[src/rtl/wb_regfile_pkg.sv]
// Shared writeback definitions: select encodings used by control logic and the
// register file, plus common widths.
package wb_regfile_pkg;

    localparam int unsigned CNT_W = 32;

    typedef enum logic [1:0] {
        WBSel_MEM     = 2'd0,
        WBSel_ALU     = 2'd1,
        WBSel_PCPLUS4 = 2'd2,
        WBSel_RSVD    = 2'd3
    } wb_sel_e;

endpackage : wb_regfile_pkg

[src/rtl/wb_regfile_if.sv]
// Writeback / operand-read bus between the pipeline and the register file.
interface wb_regfile_if
    import wb_regfile_pkg::*;
#(
    parameter int unsigned DWIDTH = 32,
    parameter int unsigned AWIDTH = 5
);

    wb_sel_e             wb_sel;
    logic [DWIDTH-1:0]   wb_mem_data;
    logic [DWIDTH-1:0]   wb_alu_data;
    logic [DWIDTH-1:0]   wb_pc_plus4;
    logic [AWIDTH-1:0]   wb_rd;
    logic                wb_regwen;
    logic [AWIDTH-1:0]   rs1_addr;
    logic [AWIDTH-1:0]   rs2_addr;
    logic [DWIDTH-1:0]   rs1_data;
    logic [DWIDTH-1:0]   rs2_data;
    logic [DWIDTH-1:0]   wb_data;
    logic [CNT_W-1:0]    wb_count;

    modport master (
        output wb_sel, wb_mem_data, wb_alu_data, wb_pc_plus4,
        output wb_rd, wb_regwen, rs1_addr, rs2_addr,
        input  rs1_data, rs2_data, wb_data, wb_count
    );

    modport slave (
        input  wb_sel, wb_mem_data, wb_alu_data, wb_pc_plus4,
        input  wb_rd, wb_regwen, rs1_addr, rs2_addr,
        output rs1_data, rs2_data, wb_data, wb_count
    );

endinterface : wb_regfile_if

[src/rtl/wb_mux.sv]
// Writeback source select; the reserved encoding falls back to the ALU result.
module wb_mux
    import wb_regfile_pkg::*;
#(
    parameter int unsigned DWIDTH = 32
) (
    input  wb_sel_e           sel,
    input  logic [DWIDTH-1:0] mem_data,
    input  logic [DWIDTH-1:0] alu_data,
    input  logic [DWIDTH-1:0] pc_plus4,
    output logic [DWIDTH-1:0] wb_data
);

    always_comb begin
        wb_data = alu_data;
        case (sel)
            WBSel_MEM:     wb_data = mem_data;
            WBSel_PCPLUS4: wb_data = pc_plus4;
            default:       wb_data = alu_data;
        endcase
    end

endmodule : wb_mux

[src/rtl/wb_regfile.sv]
// Integer register file with write-to-read bypass and a committed-write counter.
// x0 is hardwired to zero; reads are combinational from the array.
module wb_regfile
    import wb_regfile_pkg::*;
#(
    parameter int unsigned DWIDTH = 32,
    parameter int unsigned AWIDTH = 5
) (
    input  logic        clk,
    input  logic        rst,
    wb_regfile_if.slave bus
);

    localparam int unsigned NREGS = 2 ** AWIDTH;

    logic [DWIDTH-1:0] regs_q [NREGS];
    logic [DWIDTH-1:0] regs_d [NREGS];
    logic [CNT_W-1:0]  wb_count_q;
    logic [CNT_W-1:0]  wb_count_d;
    logic [DWIDTH-1:0] wb_data_c;
    logic              commit_c;
    logic              byp1_c;
    logic              byp2_c;

    wb_mux #(
        .DWIDTH (DWIDTH)
    ) u_wb_mux (
        .sel      (bus.wb_sel),
        .mem_data (bus.wb_mem_data),
        .alu_data (bus.wb_alu_data),
        .pc_plus4 (bus.wb_pc_plus4),
        .wb_data  (wb_data_c)
    );

    // Writes to x0 are dropped and neither update the array nor the count.
    assign commit_c = bus.wb_regwen && (bus.wb_rd != '0);
    assign byp1_c   = commit_c && (bus.rs1_addr == bus.wb_rd);
    assign byp2_c   = commit_c && (bus.rs2_addr == bus.wb_rd);

    always_comb begin
        regs_d     = regs_q;
        wb_count_d = wb_count_q;
        if (commit_c) begin
            regs_d[bus.wb_rd] = wb_data_c;
            wb_count_d        = wb_count_q + CNT_W'(1);
        end
    end

    always_ff @(posedge clk or posedge rst) begin
        if (rst) begin
            for (int i = 0; i < int'(NREGS); i++) begin
                regs_q[i] <= '0;
            end
            wb_count_q <= '0;
        end else begin
            regs_q     <= regs_d;
            wb_count_q <= wb_count_d;
        end
    end

    // Bypass never applies to x0 since commit_c already excludes wb_rd == 0.
    assign bus.rs1_data = (bus.rs1_addr == '0) ? '0 :
                          byp1_c ? wb_data_c : regs_q[bus.rs1_addr];
    assign bus.rs2_data = (bus.rs2_addr == '0) ? '0 :
                          byp2_c ? wb_data_c : regs_q[bus.rs2_addr];
    assign bus.wb_data  = wb_data_c;
    assign bus.wb_count = wb_count_q;

endmodule : wb_regfile

[src/flat_wrapper.sv]
// flat-port wrapper written by rule: the top's interface ports become plain ports
module wb_regfile_flat import wb_regfile_pkg::*;
#(
    parameter int unsigned DWIDTH = 32,
    parameter int unsigned AWIDTH = 5
)
  (clk, rst, bus_wb_sel, bus_wb_mem_data, bus_wb_alu_data, bus_wb_pc_plus4, bus_wb_rd, bus_wb_regwen, bus_rs1_addr, bus_rs2_addr, bus_rs1_data, bus_rs2_data, bus_wb_data, bus_wb_count);
  wb_regfile_if #(.DWIDTH(DWIDTH), .AWIDTH(AWIDTH)) bus_i ();
  input  logic clk;
  input  logic rst;
  input wire logic [$bits(bus_i.wb_sel)-1:0] bus_wb_sel;
  input wire logic [$bits(bus_i.wb_mem_data)-1:0] bus_wb_mem_data;
  input wire logic [$bits(bus_i.wb_alu_data)-1:0] bus_wb_alu_data;
  input wire logic [$bits(bus_i.wb_pc_plus4)-1:0] bus_wb_pc_plus4;
  input wire logic [$bits(bus_i.wb_rd)-1:0] bus_wb_rd;
  input wire logic [$bits(bus_i.wb_regwen)-1:0] bus_wb_regwen;
  input wire logic [$bits(bus_i.rs1_addr)-1:0] bus_rs1_addr;
  input wire logic [$bits(bus_i.rs2_addr)-1:0] bus_rs2_addr;
  output wire logic [$bits(bus_i.rs1_data)-1:0] bus_rs1_data;
  output wire logic [$bits(bus_i.rs2_data)-1:0] bus_rs2_data;
  output wire logic [$bits(bus_i.wb_data)-1:0] bus_wb_data;
  output wire logic [$bits(bus_i.wb_count)-1:0] bus_wb_count;
  assign bus_i.wb_sel = bus_wb_sel;
  assign bus_i.wb_mem_data = bus_wb_mem_data;
  assign bus_i.wb_alu_data = bus_wb_alu_data;
  assign bus_i.wb_pc_plus4 = bus_wb_pc_plus4;
  assign bus_i.wb_rd = bus_wb_rd;
  assign bus_i.wb_regwen = bus_wb_regwen;
  assign bus_i.rs1_addr = bus_rs1_addr;
  assign bus_i.rs2_addr = bus_rs2_addr;
  assign bus_rs1_data = bus_i.rs1_data;
  assign bus_rs2_data = bus_i.rs2_data;
  assign bus_wb_data = bus_i.wb_data;
  assign bus_wb_count = bus_i.wb_count;
  wb_regfile #(.DWIDTH(DWIDTH), .AWIDTH(AWIDTH)) u_core (.clk(clk), .rst(rst), .bus(bus_i));
endmodule
[config.mk]
export PLATFORM = sky130hd
export DESIGN_NAME = wb_regfile_flat
export DESIGN_NICKNAME = d
export VERILOG_FILES = /design/src/rtl/wb_regfile_pkg.sv /design/src/rtl/wb_regfile_if.sv /design/src/rtl/wb_mux.sv /design/src/rtl/wb_regfile.sv /design/src/flat_wrapper.sv
export SDC_FILE = /design/constraint.sdc
export NUM_CORES = 2
export LEC_CHECK = 0
export BUFFER_PORTS_ARGS = -buffer_cell sky130_fd_sc_hd__buf_2
export CAP_MARGIN = 20
export CORE_AREA = 2 2 402 404
export CTS_CLUSTER_SIZE = 16
export DETAILED_ROUTE_END_ITERATION = 8
export DIE_AREA = 0 0 404 406
export PLACE_DENSITY = 0.48
export SETUP_SLACK_MARGIN = 0.02
export SYNTH_ARGS = -nofsm -noshare
export SYNTH_HDL_FRONTEND = slang
export SYNTH_SLANG_ARGS = --single-unit
export TNS_END_PERCENT = 10
[constraint.sdc]
create_clock -name clk -period 64.6 [get_ports clk]
set_input_delay 3.23 -clock clk [delete_from_list [all_inputs] [get_ports clk]]
set_output_delay 3.23 -clock clk [all_outputs]
set_load 0.02 [all_outputs]
Word level (Yosys, flattened, before mapping). Index checks and enable logic that the tools add are counted.

Register bits after elaboration: 1056. Input bits: 116. Output and inout bits: 128. Word-level logic and storage cells: 66.

Add/subtract/negate cells: 1. $lt $le $gt $ge: 4. Equal/unequal tests: 3. Mux-type cells: 14. Bitwise operators: 3. Reduce and logical (&&, ||, !) cells: 8.

Operators with widths (count): 1024-bit bitwise mux (1); 32-bit binary-select mux with 5-bit select (2); 32-bit two-way mux (9); 32-bit demux with 5-bit select (1); 32-bit one-hot mux with 2 select lines (1); 32-bit by 1-bit adder with 32-bit output (second input constant) (1); 6-bit >= comparator (second input constant) (3); 5-bit inverter with 6-bit output (3); 5-bit equality test (2); 5-bit logical NOT (2); 6-bit by 1-bit less-than comparator with 1-bit output (second input constant) (1); 5-bit nonzero test (1); 1-bit logical AND (4); 2-bit equality test (second input constant) (1); 2-bit logical NOT (1).

Depth between registers and ports, before layout.
Word-level depth: 6. Depth in mapped cells: 10. Mapped depth without buffers: 5.

Cells and area by module. From an unflattened synthesis, not the netlist that was laid out.

Cell total of the unflattened synthesis: 3848. Area, all modules: 57098.5 sq um.

By module, submodules not included: wb_regfile (instances 1, cells an instance 3741, area each 56384.1 sq um, seq. area each 26425.3 sq um); wb_mux (instances 1, cells an instance 107, area each 714.4 sq um, seq. area each 0.0 sq um).

Worst setup path after synthesis. OpenSTA, ideal clock, no wires.

Path kind: in2out. From: input port bus_rs2_addr[2]. To: output port bus_rs2_data[24]. Data arrival time: 4.980 ns. Data required time: 61.370 ns. Path slack: 56.390 ns. Cell stages on the path: 7. Buffers on the path: 3. Cells stage by stage: buf_2 buf_4 nor2b_1 clkbuf_1 a22oi_1 and3_1 o32ai_1.

Longest elaborated chain between the ends: 6. Elaborated cells between the ends (all ways): 9. Classes of those cells: eq/ne: 1; mux: 5; bitwise: 1; reduce/logical: 2.

Ends and longest elaborated chain: from (decl) (RTL line flat_wrapper.sv:18) `input wire logic [$bits(bus_i.rs2_addr)-1:0] bus_rs2_addr;`; 5-bit inverter with 6-bit output (not written as such) (RTL line wb_regfile.sv:65) `byp2_c ? wb_data_c : regs_q[bus.rs2_addr];`; 32-bit binary-select mux with 5-bit select (RTL line wb_regfile.sv:65); 32-bit two-way mux (not written as such) (2 in series) (RTL line wb_regfile.sv:65); 32-bit two-way mux (RTL line wb_regfile.sv:65); 32-bit two-way mux (*) (RTL line wb_regfile.sv:64) `assign bus.rs2_data = (bus.rs2_addr == '0) ? '0 :`; to (decl) (RTL line flat_wrapper.sv:20) `output wire logic [$bits(bus_i.rs2_data)-1:0] bus_rs2_data;`.

Mark *: on every way between the ends. The rest lies on a longest branch, timed or not. The select of a mux whose other input is x is not followed.

Worst setup path after layout.
From: input port bus_rs1_addr[0]. To: output port bus_rs1_data[8].

Longest elaborated chain between the ends: 6. Elaborated cells between the ends (all ways): 9. Classes of those cells: eq/ne: 1; mux: 5; bitwise: 1; reduce/logical: 2.

Ends and longest elaborated chain: from (decl) (RTL line flat_wrapper.sv:17) `input wire logic [$bits(bus_i.rs1_addr)-1:0] bus_rs1_addr;`; 5-bit inverter with 6-bit output (not written as such) (RTL line wb_regfile.sv:63) `byp1_c ? wb_data_c : regs_q[bus.rs1_addr];`; 32-bit binary-select mux with 5-bit select (RTL line wb_regfile.sv:63); 32-bit two-way mux (not written as such) (2 in series) (RTL line wb_regfile.sv:63); 32-bit two-way mux (RTL line wb_regfile.sv:63); 32-bit two-way mux (*) (RTL line wb_regfile.sv:62) `assign bus.rs1_data = (bus.rs1_addr == '0) ? '0 :`; to (decl) (RTL line flat_wrapper.sv:19) `output wire logic [$bits(bus_i.rs1_data)-1:0] bus_rs1_data;`.

Marked as above.

==> flow_summary.yaml <==
clock_tree:
  htreeDepth: 3
  clockBufferDepth: 3
  postCtsHoldBufs: 0
  cts_root_buf: "clkbuf_16"
  cts_num_sinks: 1056
  postCtsSetupBuffers: 0
  cts_tree: "built"
  ctsResizeCount: 0
  insertion_delay_ns: 0.74
  cts_made_buffers: 118
  clkTransAtPathRegs_ns: 0.06
sta:
  period_needed_ns: 10.66
  clock_skew_ns: 0.0156
  relSlewSlack: 0.231
  maxSlewViolCount: 0
  tns_ns: 0
  rsz0062_at_grt: "false"
  hold_violations: 0
  setup_viol: 0
  fmax_mhz: 93.8
  fin_crit_sh: 0.165
  worstMarginPinSlew_ns: 1.15
critical_path:
  end_kind: "output port"
  crit_slowest_cell: "buf_4"
  worstSetupPathType: "in2out"
  worst-path-buf-inv: 4
  cp-start-kind: "input port"
  cp_top_family: "buffers and inverters"
  cpMostUsedCell: "buf_4"
  required_ns: 61.37
  slowest_delay_ns: 0.85
  cp_cell_sequence: "buf_8, buf_4, buf_4, mux4_2, o221ai_1, o21ai_0, a221oi_1, a21oi_1, buf_2"
  worstPathArrival_ns: 7.43
  cp_max_fo: 54
power_and_ir_drop:
  combPwrFrac: 0.201
  seqPwrFrac: 0.434
  p_leak_uw: 0.0276
  switching_share: 0.302
  vdd_ir_drop_max_uv: 21.4
  switching_power_uw: 606
  power_density_nw_per_um2: 32.1
  power.internal_uw: 1400
  clkPwrFrac: 0.364
detailed_routing:
  drtIter0Drc: 3963
  drc: 0
  via_per_inst: 5.82
  dr.pass1.iters: 6
  wire_per_inst_um: 29.8
  wirelength_um: 214000
  vias: 41921
  final_antenna_net_count: 0
synthesis:
  synth_common_cells: "nand2_1 (1098), dfrtp_1 (1056), o21ai_0 (1012), mux4_2 (440), clkbuf_1 (382)"
  synth_top_area_share: 0.474
  syn-instance-count: 5053
  synth_area_leaders: "dfrtp_1 (47%), mux4_2 (18%), o21ai_0 (9.1%)"
  yosysMostFrequentCell: "nand2_1"
  syn-num-nets: 5170
  ys_seq_area_frac: 0.474
  syn_area_sq_um: 55700
  yosys.area.top_type: "dfrtp_1"
  yosysUniqueCellTypes: 78
  syn_area_per_cell_sq_um: 11.0
  ys_seq_elements: 1056
  ys_warn_count: 0
  ys_async_sr_fraction: 1.00
  ys.flop_type: "dfrtp_1"
  synth-edff-count: 0
die:
  initial_core_util: 0.349
  dieWidth_um: 404
  fp.dieArea_sq_um: 164000
  io_pins: 244
  core_area_sq_um: 160000
  die_h_um: 406
  num_rows: 147
cells_and_area:
  stdcell_area_sq_um: 62600
  fin_nets: 5128
  fin_cells: 7198
  drive_above_1_share: 0.225
  area_delta_synth_final_pct: 12.3
global_routing:
  grt_antenna_before_repair: 10
  grt_usage: 0.261
  grt_max_degree: 167
  grt_pass1_vias: 40703
  grt_pass1_wl_um: 308000
  grt.overflow.total: 0
place:
  dp_cells: 6972
  io_buffer_count: 243
  gp_congestion: 0.827
  hpwl_um: 126000
  placed_cell_area_sq_um: 58300
outcome:
  status: "finished clean"
hold_path:
  hp-class: "reg2reg"
flow_run:
  drv_cap: 0
## final cells by class
cell class,instances,area (sq um)
diodes,2,5.00
clock buffers,178,3580
clock inverters,41,603
fillers,15612,97100
inverters,42,165
multi-input cells,3418,26800
flip-flops and latches,1056,26400
well taps,2086,2610
repair buffers,375,2380
## routing by layer
layer | share of wire | wire [um] | track usage | vias up
li1 | - | - | - | 18312
met1 | 0.44 | 93800 | 0.363 | 21619
met2 | 0.45 | 97400 | 0.407 | 1614
met3 | 0.072 | 15400 | 0.0549 | 370
met4 | 0.036 | 7650 | 0.0852 | 6
met5 | 0.00020 | 42 | 0 | -
## per-stage QoR
| step | setup slack [ns] | hold slack (ns) | total power [uW] | util |
|---|---|---|---|---|
| global route | 53.74 | 0.408 | 2100 | 0.392 |
| detailed placement | 53.93 | 0.383 | 1280 | 0.365 |
| CTS | 53.93 | 0.396 | 2020 | 0.391 |
| floorplan | 31.65 | 0.438 | 1150 | - |
| finish | 53.94 | 0.392 | 2010 | 0.392 |
| global placement | 53.92 | 0.378 | 1270 | 0.365 |
## sequential cells by signal (all words and copies together), names as in the netlist
signal and count:
u_core.bus.wb_count 32, u_core.regs_q 1024
## power by group through the flow
stage	combinational, uW	clock, uW	sequential (uW)
CTS	404	742	869
detailed placement	404	0	881
finish	404	731	872
floorplan	291	0	855
global placement	398	0	876
global route	443	769	886
## worst paths after layout
path                                        start                      end  slack (ns)  cells after the start
max in group asynchronous                     rst       u_core.regs_q[108]       58.96                      5
max reg2reg                u_core.bus.wb_count[3]  u_core.bus.wb_count[15]       62.30                      5
max                               bus_rs1_addr[0]          bus_rs1_data[8]       53.94                      9
min reg2reg                   u_core.regs_q[1004]      u_core.regs_q[1004]        0.39                      0
min in group asynchronous                     rst       u_core.regs_q[698]        2.65                      2
min                           u_core.regs_q[1004]      u_core.regs_q[1004]        0.39                      0
## worst register-to-register path: cells and delay by family, from the launching register on
kind	cells	cell delay [ns]
compound gates	1	0.84
simple gates	3	0.78
flops	1	0.42
xor+xnor	1	0.15
## cells by family (layout without fill, tap and decap cells)
| family | Yosys count | in the layout | synth area share |
|---|---|---|---|
| AOI/OAI and AO/OA | 1364 | 1364 | 0.141 |
| and+or+nand+nor | 1338 | 1338 | 0.0966 |
| DFF | 1056 | 1056 | 0.474 |
| muxes | 674 | 674 | 0.230 |
| buffers and inverters | 579 | 636 | 0.0517 |
| xor gates and xnor gates | 41 | 41 | 0.00645 |
| adders and majority gates | 1 | 1 | 0.000225 |
| other | 0 | 2 | 0 |
## cells in the final DEF, fill, tap and decap left out, drive strengths merged, types with 34 or more instances in the layout
cell and instances:
nand2 1099, mux2i 147, mux2 57, inv 44, o221ai 34, dfrtp 1056
a221oi 44, nand3 51, o21ai 1017, mux4 470, o22ai 43, a22oi 63
nor2 90, clkbuf 178, buf 375
No activity file was read; power rests on OpenSTA's default activity.
